$ cat src/rtl/uart_tx_queue_pkg.sv
// Shared package `utils` for the UART transmit path.
// Holds the board-level UART bit timing, the transmit FIFO depth, the
// transmit source mode encodings and the handshake bytes sent to the host.
package utils;

    // Clock cycles per UART bit for the board clock.
    localparam int UART_CLKS_PER_BIT = 868;

    // Transmit FIFO depth in bytes (power of two).
    localparam int TX_FIFO_DEPTH = 16;

    // Transmit source select: one-shot handshake byte or core output stream.
    localparam logic TX_MODE_SIG = 1'b1;
    localparam logic TX_MODE_DMA = 1'b0;

    // Handshake bytes requesting program and data transfers.
    localparam logic [7:0] SIG_SEND_PROG = 8'h99;
    localparam logic [7:0] SIG_SEND_DATA = 8'hAA;

endpackage

$ cat src/rtl/uart_tx_queue_if.sv
// Host-side handshake bundle of the UART transmit queue.
// Signals:
//   start        one-cycle pulse, enqueue sendsig when mode is signal mode
//   mode         TX_MODE_SIG / TX_MODE_DMA source select
//   sendsig      handshake byte
//   write_output core output byte valid
//   output_data  core output byte
//   stall        backpressure to the core (combinational)
// Modports: master = controller/core side, slave = transmit queue side.
interface uart_tx_queue_if;
    logic       start;
    logic       mode;
    logic [7:0] sendsig;
    logic       write_output;
    logic [7:0] output_data;
    logic       stall;

    modport master (
        output start,
        output mode,
        output sendsig,
        output write_output,
        output output_data,
        input  stall
    );

    modport slave (
        input  start,
        input  mode,
        input  sendsig,
        input  write_output,
        input  output_data,
        output stall
    );
endinterface

$ cat src/rtl/uart_tx_queue_byte_fifo.sv
// byte_fifo: small synchronous byte FIFO with a combinational head read.
// Ports:
//   clk, rst      clock and asynchronous active-high reset
//   push, din     write request and data (a push while full is only taken
//                 together with a pop)
//   pop, dout     read request and current head byte
//   full, empty   occupancy flags derived from count
//   count         number of stored bytes, $clog2(DEPTH)+1 bits
module byte_fifo #(
    parameter int DEPTH = 16
) (
    input  logic                     clk,
    input  logic                     rst,
    input  logic                     push,
    input  logic [7:0]               din,
    input  logic                     pop,
    output logic [7:0]               dout,
    output logic                     full,
    output logic                     empty,
    output logic [$clog2(DEPTH):0]   count
);
    localparam int AW = $clog2(DEPTH);
    localparam int CW = AW + 1;

    logic [7:0]    mem_r [DEPTH];
    logic [AW-1:0] wr_ptr_r;
    logic [AW-1:0] rd_ptr_r;
    logic [CW-1:0] count_r;
    logic          do_push_s;
    logic          do_pop_s;

    assign full      = (count_r == CW'(DEPTH));
    assign empty     = (count_r == CW'(0));
    assign count     = count_r;
    assign dout      = mem_r[rd_ptr_r];
    // A full FIFO can still accept a byte when the head leaves in the same cycle.
    assign do_pop_s  = pop & ~empty;
    assign do_push_s = push & (~full | do_pop_s);

    // Pointer and occupancy registers; pointers wrap naturally at DEPTH.
    always_ff @(posedge clk or posedge rst) begin
        if (rst) begin
            wr_ptr_r <= AW'(0);
            rd_ptr_r <= AW'(0);
            count_r  <= CW'(0);
        end else begin
            if (do_push_s) begin
                wr_ptr_r <= wr_ptr_r + AW'(1);
            end
            if (do_pop_s) begin
                rd_ptr_r <= rd_ptr_r + AW'(1);
            end
            case ({do_push_s, do_pop_s})
                2'b10:   count_r <= count_r + CW'(1);
                2'b01:   count_r <= count_r - CW'(1);
                default: count_r <= count_r;
            endcase
        end
    end

    // Storage array; contents are don't-care once the pointers are reset.
    always_ff @(posedge clk) begin
        if (do_push_s) begin
            mem_r[wr_ptr_r] <= din;
        end
    end
endmodule

$ cat src/rtl/uart_tx_queue.sv
// uart_tx_queue: buffered 8N1 UART transmitter for the board txd pin.
// Handshake bytes (signal mode) and core output bytes (stream mode) are
// queued in a byte_fifo and serialised LSB first, back to back when queued.
// Ports:
//   clk, rst   clock and asynchronous active-high reset
//   host       handshake bundle (start/mode/sendsig/write_output/output_data/stall)
//   txd        registered serial output, idle high
//   overflow   sticky flag: a signal byte was dropped on a full FIFO
//   busy       FIFO non-empty or a frame in progress
module uart_tx_queue
    import utils::*;
#(
    parameter int CLKS_PER_BIT = UART_CLKS_PER_BIT,
    parameter int DEPTH        = TX_FIFO_DEPTH
) (
    input  logic             clk,
    input  logic             rst,
    uart_tx_queue_if.slave   host,
    output logic             txd,
    output logic             overflow,
    output logic             busy
);
    localparam int CNT_W = $clog2(CLKS_PER_BIT);
    localparam int CW    = $clog2(DEPTH) + 1;
    localparam logic [CNT_W-1:0] CNT_MAX = CNT_W'(CLKS_PER_BIT - 1);

    typedef enum logic [1:0] {
        IDLE  = 2'd0,
        START = 2'd1,
        DATA  = 2'd2,
        STOP  = 2'd3
    } tx_state_t;

    tx_state_t      state_r, state_s;
    logic [CNT_W-1:0] cnt_r, cnt_s;
    logic [7:0]     shift_r, shift_s;
    logic [2:0]     bit_idx_r, bit_idx_s;
    logic           txd_r, txd_s;
    logic           overflow_r, overflow_s;
    logic           pop_s;
    logic           sig_push_s;
    logic           dma_push_s;
    logic           push_s;
    logic [7:0]     push_data_s;
    logic           stall_s;
    logic [7:0]     fifo_dout_s;
    logic           fifo_full_s;
    logic           fifo_empty_s;
    logic [CW-1:0]  fifo_count_s;

    // The signal source wins by stalling the stream whenever start is high,
    // so at most one source pushes per cycle and stall never sees write_output.
    assign sig_push_s  = host.start & (host.mode == TX_MODE_SIG);
    assign stall_s     = fifo_full_s | host.start;
    assign dma_push_s  = host.write_output & (host.mode == TX_MODE_DMA) & ~stall_s;
    assign push_s      = (sig_push_s & ~fifo_full_s) | dma_push_s;
    assign push_data_s = sig_push_s ? host.sendsig : host.output_data;
    assign host.stall  = stall_s;

    assign txd      = txd_r;
    assign overflow = overflow_r;
    assign busy     = (state_r != IDLE) | ~fifo_empty_s;

    byte_fifo #(.DEPTH(DEPTH)) u_fifo (
        .clk   (clk),
        .rst   (rst),
        .push  (push_s),
        .din   (push_data_s),
        .pop   (pop_s),
        .dout  (fifo_dout_s),
        .full  (fifo_full_s),
        .empty (fifo_empty_s),
        .count (fifo_count_s)
    );

    // Sticky overflow: a signal byte arriving on a full FIFO is lost.
    always_comb begin
        overflow_s = overflow_r;
        if (sig_push_s && fifo_full_s) begin
            overflow_s = 1'b1;
        end else begin
            overflow_s = overflow_r;
        end
    end

    // Transmit FSM next state, bit timer, shift register and next txd level.
    always_comb begin
        state_s   = state_r;
        cnt_s     = cnt_r;
        shift_s   = shift_r;
        bit_idx_s = bit_idx_r;
        txd_s     = txd_r;
        pop_s     = 1'b0;
        case (state_r)
            IDLE: begin
                txd_s = 1'b1;
                if (fifo_count_s != CW'(0)) begin
                    pop_s   = 1'b1;
                    shift_s = fifo_dout_s;
                    txd_s   = 1'b0;
                    cnt_s   = CNT_MAX;
                    state_s = START;
                end else begin
                    state_s = IDLE;
                end
            end
            START: begin
                if (cnt_r == CNT_W'(0)) begin
                    txd_s     = shift_r[0];
                    bit_idx_s = 3'd0;
                    cnt_s     = CNT_MAX;
                    state_s   = DATA;
                end else begin
                    cnt_s = cnt_r - CNT_W'(1);
                end
            end
            DATA: begin
                if (cnt_r == CNT_W'(0)) begin
                    cnt_s = CNT_MAX;
                    if (bit_idx_r == 3'd7) begin
                        txd_s   = 1'b1;
                        state_s = STOP;
                    end else begin
                        // Shift so the next data bit is always at shift_r[0].
                        bit_idx_s = bit_idx_r + 3'd1;
                        shift_s   = {1'b0, shift_r[7:1]};
                        txd_s     = shift_r[1];
                    end
                end else begin
                    cnt_s = cnt_r - CNT_W'(1);
                end
            end
            STOP: begin
                if (cnt_r == CNT_W'(0)) begin
                    // Start the next queued frame directly, without an idle bit.
                    if (fifo_count_s != CW'(0)) begin
                        pop_s   = 1'b1;
                        shift_s = fifo_dout_s;
                        txd_s   = 1'b0;
                        cnt_s   = CNT_MAX;
                        state_s = START;
                    end else begin
                        txd_s   = 1'b1;
                        state_s = IDLE;
                    end
                end else begin
                    cnt_s = cnt_r - CNT_W'(1);
                end
            end
            default: begin
                txd_s   = 1'b1;
                state_s = IDLE;
            end
        endcase
    end

    // Transmit state registers; reset forces the line high immediately.
    always_ff @(posedge clk or posedge rst) begin
        if (rst) begin
            state_r    <= IDLE;
            cnt_r      <= CNT_W'(0);
            shift_r    <= 8'h00;
            bit_idx_r  <= 3'd0;
            txd_r      <= 1'b1;
            overflow_r <= 1'b0;
        end else begin
            state_r    <= state_s;
            cnt_r      <= cnt_s;
            shift_r    <= shift_s;
            bit_idx_r  <= bit_idx_s;
            txd_r      <= txd_s;
            overflow_r <= overflow_s;
        end
    end
endmodule

$ cat src/flat_wrapper.sv
// flat-port wrapper written by rule: the top's interface ports become plain ports
module uart_tx_queue_flat import utils::*;
#(
    parameter int CLKS_PER_BIT = UART_CLKS_PER_BIT,
    parameter int DEPTH        = TX_FIFO_DEPTH
)
  (clk, rst, txd, overflow, busy, host_start, host_mode, host_sendsig, host_write_output, host_output_data, host_stall);
  uart_tx_queue_if host_i ();
  input  logic clk;
  input  logic rst;
  output logic txd;
  output logic overflow;
  output logic busy;
  input wire logic [$bits(host_i.start)-1:0] host_start;
  input wire logic [$bits(host_i.mode)-1:0] host_mode;
  input wire logic [$bits(host_i.sendsig)-1:0] host_sendsig;
  input wire logic [$bits(host_i.write_output)-1:0] host_write_output;
  input wire logic [$bits(host_i.output_data)-1:0] host_output_data;
  output wire logic [$bits(host_i.stall)-1:0] host_stall;
  assign host_i.start = host_start;
  assign host_i.mode = host_mode;
  assign host_i.sendsig = host_sendsig;
  assign host_i.write_output = host_write_output;
  assign host_i.output_data = host_output_data;
  assign host_stall = host_i.stall;
  uart_tx_queue #(.CLKS_PER_BIT(CLKS_PER_BIT), .DEPTH(DEPTH)) u_core (.clk(clk), .rst(rst), .host(host_i), .txd(txd), .overflow(overflow), .busy(busy));
endmodule
$ cat config.mk
export PLATFORM = sky130hd
export DESIGN_NAME = uart_tx_queue_flat
export DESIGN_NICKNAME = d
export VERILOG_FILES = /design/src/rtl/uart_tx_queue_pkg.sv /design/src/rtl/uart_tx_queue_if.sv /design/src/rtl/uart_tx_queue_byte_fifo.sv /design/src/rtl/uart_tx_queue.sv /design/src/flat_wrapper.sv
export SDC_FILE = /design/constraint.sdc
export NUM_CORES = 1
export LEC_CHECK = 0
export BUFFER_PORTS_ARGS = -buffer_cell sky130_fd_sc_hd__buf_2
export CAP_MARGIN = 20
export CORE_ASPECT_RATIO = 1.75
export CORE_MARGIN = 8
export CORE_UTILIZATION = 38
export CTS_CLUSTER_DIAMETER = 80
export CTS_CLUSTER_SIZE = 20
export DETAILED_ROUTE_END_ITERATION = 6
export PLACE_DENSITY = 0.56
export SKIP_LAST_GASP = 1
export SLEW_MARGIN = 20
export SYNTH_ARGS = -nofsm -noshare
export SYNTH_HDL_FRONTEND = slang
export SYNTH_SLANG_ARGS = --single-unit
$ cat constraint.sdc
create_clock -name clk -period 3.7 [get_ports clk]
set_clock_uncertainty 0.15 [all_clocks]
set_input_delay 0.37 -clock clk [delete_from_list [all_inputs] [get_ports clk]]
set_output_delay 0.37 -clock clk [all_outputs]
set_load 0.01 [all_outputs]
Word level (Yosys, flattened, before mapping)
Memories as Yosys holds them, arrays and structs flattened.
Index checks and enable logic that the tools add are counted.

storage, ports and cells
  bits in registers = 38
  memory bits (writable) = 128
  input port bits = 21
  memories = 1

memory list
  memory               words  width  rd ports  clocked after memory_dff  wr ports  line                           source
  u_core.u_fifo.mem_r  16     8      1         0                         1         uart_tx_queue_byte_fifo.sv:25  logic [7:0] mem_r [DEPTH];

operators by class
  add/subtract/negate cells = 6
  eq/ne operators = 12
  multiplexer cells = 32
  bitwise operators = 14
  reduce and logical (&&, ||, !) cells = 14

operators by type and width
  operator                                                                 count
  8-bit 2-to-1 mux                                                         5
  10-bit 2-to-1 mux                                                        3
  10-bit one-hot mux with 3 select lines                                   1
  8-bit one-hot mux with 3 select lines                                    1
  4-bit AND reduction                                                      3
  10-bit zero test                                                         1
  1-bit 2-to-1 mux                                                         10
  5-bit one-hot mux with 2 select lines                                    1
  10-bit by 1-bit subtractor with 10-bit output, second input constant     1
  3-bit 2-to-1 mux                                                         3
  4-bit by 1-bit adder with 4-bit output, second input constant            2
  2-bit 2-to-1 mux                                                         4
  2-bit by 1-bit inequality test with 1-bit output, second input constant  4
  2-bit one-hot mux with 4 select lines                                    1
  1-bit AND                                                                6
  2-bit equality test, second input constant                               3
  3-bit one-hot mux with 2 select lines                                    1
  2-bit nonzero test                                                       3
  5-bit by 1-bit adder with 5-bit output, second input constant            1
  5-bit equality test, second input constant                               1
  5-bit zero test                                                          1
  5-bit nonzero test                                                       1
  5-bit by 1-bit subtractor with 5-bit output, second input constant       1
  2-bit by 1-bit equality test with 1-bit output, second input constant    2
  other kinds (12)                                                         18

Longest topological paths before layout
  depth after elaboration = 9
  depth in mapped cells = 14
  mapped depth without buffers = 13

Hierarchy
From an unflattened synthesis, not the netlist that was laid out.

second synthesis, totals
  cells, all modules = 462
  area, all modules = 7439.6 um2

by module, submodules not included
  module         times used  cells an instance  area an instance (um2)
  byte_fifo      1           298                5754.3
  uart_tx_queue  1           164                1685.4

Least setup slack after synthesis
No wires, ideal clock.

  path type = reg2reg
  start point = register u_core.cnt_r[0]
  end point = register u_core.u_fifo.count_r[4], in the netlist u_core.u_fifo.count[4]
  data arrival time = 2.691 ns
  slack = 0.779 ns
  stages on the path, launching flop included = 15
  buffers on the path = 1
  path through = dfrtp_1 inv_1 ha_1 nor4b_1 a41oi_1 nor3_2 ha_1 clkbuf_1 xor2_1 ha_1 inv_1 o21ai_0 a21oi_1 o21bai_1 xnor2_1

between the ends
  word-level cells in the longest chain between the ends = 8
  elaborated cells between the ends (all ways) = 10
  those cells by class = eq/ne: 2; mux: 3; bitwise: 3; reduce/logical: 2

RTL lines
  item                                                                                          line                           source
  start: declaration                                                                            uart_tx_queue.sv:35            logic [CNT_W-1:0] cnt_r, cnt_s;
  start signal: assignment                                                                      uart_tx_queue.sv:168           cnt_r <= cnt_s;
  10-bit zero test (*)                                                                          uart_tx_queue.sv:134           if (cnt_r == CNT_W'(0)) begin
  1-bit 2-to-1 mux (*)                                                                          uart_tx_queue.sv:134
  1-bit one-hot mux with 2 select lines (*)                                                     uart_tx_queue.sv:94            case (state_r)
  1-bit AND (*)                                                                                 uart_tx_queue_byte_fifo.sv:37  assign do_pop_s = pop & ~empty;
  net u_core.u_fifo.do_pop_s                                                                    uart_tx_queue_byte_fifo.sv:30  logic do_pop_s;
  1-bit bitwise OR                                                                              uart_tx_queue_byte_fifo.sv:38  assign do_push_s = push & (~full | do_pop_s);
  1-bit AND                                                                                     uart_tx_queue_byte_fifo.sv:38
  2-bit by 1-bit equality test with 1-bit output / 2-bit equality test (equally long branches)  uart_tx_queue_byte_fifo.sv:53  case ({do_push_s, do_pop_s})
  5-bit one-hot mux with 2 select lines / 2-bit nonzero test (equally long branches)            n/a
  end signal: assignment                                                                        uart_tx_queue_byte_fifo.sv:54  2'b10: count_r <= count_r + CW'(1);
  end signal: assignment                                                                        uart_tx_queue_byte_fifo.sv:55  2'b01: count_r <= count_r - CW'(1);
  end signal: assignment                                                                        uart_tx_queue_byte_fifo.sv:56  default: count_r <= count_r;
  end: declaration                                                                              uart_tx_queue_byte_fifo.sv:28  logic [CW-1:0] count_r;

Mark *: on every way through the listed nets, which the timed path passes. The rest lies on a longest branch.
A chain may end at the register's enable or synchronous reset.

Worst setup path after layout
Same ends and word-level chain as after synthesis.

==> out/qor.csv <==
metric;value;unit
startpoint_type;register;
syn2layout_area_growth;13.80;%
vias;4070;
multi_input_area;2336;µm²
antenna_found_initial;0;
synth_most_common_cell;edfxtp_1;
synth_area_leaders;edfxtp_1, dfrtp_1, mux4_2, ha_1, a21oi_1;
root_buffer;clkbuf_16;
critPathKind;register to register;
cts-resized-gates;0;
tritoncts;done;
start_util;0.3850;
ant_nets;0;
total_leakage_power;2.969;nW
cts_setup_buffers;0;
powerDensity;802.4;nW/µm²
avgRoutedWirePerCell;21.26;µm
async_flop_share;0.2289;
layout.nets;539;
core-area;19030;µm²
drive_above_1_share;0.2534;
dp_hpwl;10960;µm
finalCritPeriodShare;0.8887;
die_area;24150;µm²
io_buffers;24;
grt_pass1_vias;4301;
synth.avg_cell_area;15.79;µm²
cts.sinks;166;
post-place-ws;0.5015;ns
final_area;8337;µm²
utilization;0.4381;
hold_slack;0.3322;ns
dieHeight;199.7;µm
synthCells;464;
rsz0062_at_grt;false;
worstPathMaxFanout;8;
slew_viol_final;0;
yosysWarnings;0;
synth_largest_area_cell;edfxtp_1;
remaining_drc_errors;0;
synth.distinct_cells;66;
critPathArrivalTime;3.49;ns
setup_ws;0.4118;ns
syn_area;7326;µm²
clk_latency;0.42;ns
grt_usage;0.1403;
synth_top_area_share;0.5247;
finalSetupViolations;0;
cts_max_path_buffers;2;
ctsHoldBuffers;1;
drv_cap;0;
hp-class;input port to register;
syn-num-nets;503;
cp_data_required_time;3.90;ns
synthTopCellsByCount;edfxtp_1, dfrtp_1, mux4_2, a21oi_1, inv_1;
synth.yosys.seq_area_share;0.6547;
drt_iter0_markers;186;
fillers;1668;
endpoint_kind;register;
yosys_most_used_dff;edfxtp_1;
finalHoldViolations;0;
synth_edf_count;128;
slew_headroom;0.4973;
vdd_drop_max;0.4341;mV
final.setup.tns;0;ns
drt_wl_total;16030;µm
outcome;complete, no violations;
clkTransAtPathRegs;0.06;ns
numCtsBuffers;17;
rows;67;
ys_seq_elements;166;
place_area;7770;µm²
num_antenna_cells;0;
drtPass1Iterations;5;
gp_congestion;0.7902;
die_x;121.0;µm
worst_pin_slew;0.7532;ns
h-tree-depth;4;
grt_max_degree;36;
gr-total-overflow;0;
ioPinCount;25;
max_freq;0.3041;GHz
fin_crit;3.288;ns
register_area;4797;µm²
viasPerCell;5.398;
grt_first_pass_wirelength;24780;µm
==> power breakdown <==
part / switching [mW] / internal (mW) / total [mW]
Sequential: 0.246 / 2.34 / 2.58
Clock: 0.740 / 0.926 / 1.67
Combinational: 1.36 / 1.08 / 2.44
Total: 2.35 / 4.34 / 6.69
==> final timing paths <==
path                                    from                         to  slack [ns]  depth (start not counted)
setup / recovery             u_core.cnt_r[0]     u_core.u_fifo.count[4]        0.41                         14
hold / removal                     host_mode            u_core.overflow        0.33                          3
setup reg to reg             u_core.cnt_r[0]     u_core.u_fifo.count[4]        0.41                         14
hold reg to reg            u_core.shift_r[7]          u_core.shift_r[7]        0.34                          2
max in group asynchronous                rst  u_core.u_fifo.wr_ptr_r[1]        2.17                          4
min in group asynchronous                rst        u_core.bit_idx_r[2]        0.47                          3
==> area by class of cell <==
class | count | area share
clock buffer | 17 | 0.05103
clock inverter | 15 | 0.01576
inverter | 24 | 0.01081
multi-input combinational | 251 | 0.2802
sequential | 166 | 0.5754
tap | 241 | 0.03617
timing repair buffer | 40 | 0.03062
==> metrics by stage <==
| step | power, mW | instances |
|---|---|---|
| 3_5_place_dp | 5.090 | 721 |
| 4_1_cts | 6.766 | 754 |
| 6_report | 6.689 | 754 |
| 3_3_place_gp | 5.019 | 721 |
| 5_1_grt | 7.070 | 754 |
| 2_1_floorplan | 4.425 | 464 |
==> registers in the layout (all words and copies together), names as in the netlist <==
| register | count |
|---|---|
| u_core.txd | 1 |
| u_core.u_fifo.rd_ptr_r | 4 |
| u_core.shift_r | 8 |
| u_core.u_fifo.wr_ptr_r | 4 |
| u_core.u_fifo.mem_r | 128 |
| u_core.overflow | 1 |
| u_core.u_fifo.count | 5 |
| u_core.bit_idx_r | 3 |
| u_core.cnt_r | 10 |
| u_core.state_r | 2 |
==> per-layer routing <==
| metal | vias up | part of all wire | track usage |
|---|---|---|---|
| met4 | 0 | 0.019 | 0.05535 |
| met5 | - | 0 | 0 |
| met2 | 81 | 0.59 | 0.2732 |
| li1 | 1879 | - | - |
| met3 | 19 | 0.024 | 0.02603 |
| met1 | 2091 | 0.37 | 0.1412 |
==> placed cells by master (no fill, tap or decap), types with 15 or more instances in the layout <==
cell type  synthesis  final
dfrtp_1           37     36
mux4_2            32     32
buf_2              7     24
ha_1              18     18
a21oi_1           25     25
clkbuf_16          0     17
a22oi_1           15     15
edfxtp_1         128    128
inv_1             24     24
nor2_1            16     16
==> cells by family (layout without fill, tap and decap cells) <==
kind of cell             after synthesis  in the layout  share of synthesized area
AO/OA/AOI/OAI                         90             90                    0.08591
XOR/XNOR                              13             13                    0.01554
adder cells (fa/ha/maj)               18             18                    0.03074
buffers and inverters                 47             96                    0.02647
flip-flops                           166            166                     0.6547
multiplexers                          46             46                     0.1206
AND/OR/NAND/NOR                       84             84                    0.06610
==> worst max-delay path, stage by stage, from the launching register on <==
cell,delay [ns]
dfrtp_1,0.43
inv_1,0.12
ha_1,0.16
nor4b_1,0.41
a41oi_1,0.20
nor3_2,0.13
buf_4,0.16
ha_1,0.34
xor2_1,0.19
ha_1,0.23
inv_1,0.06
o21ai_0,0.20
a21oi_1,0.12
o21bai_1,0.17
xnor2_1,0.13
Power figures use the tool's default switching activity.
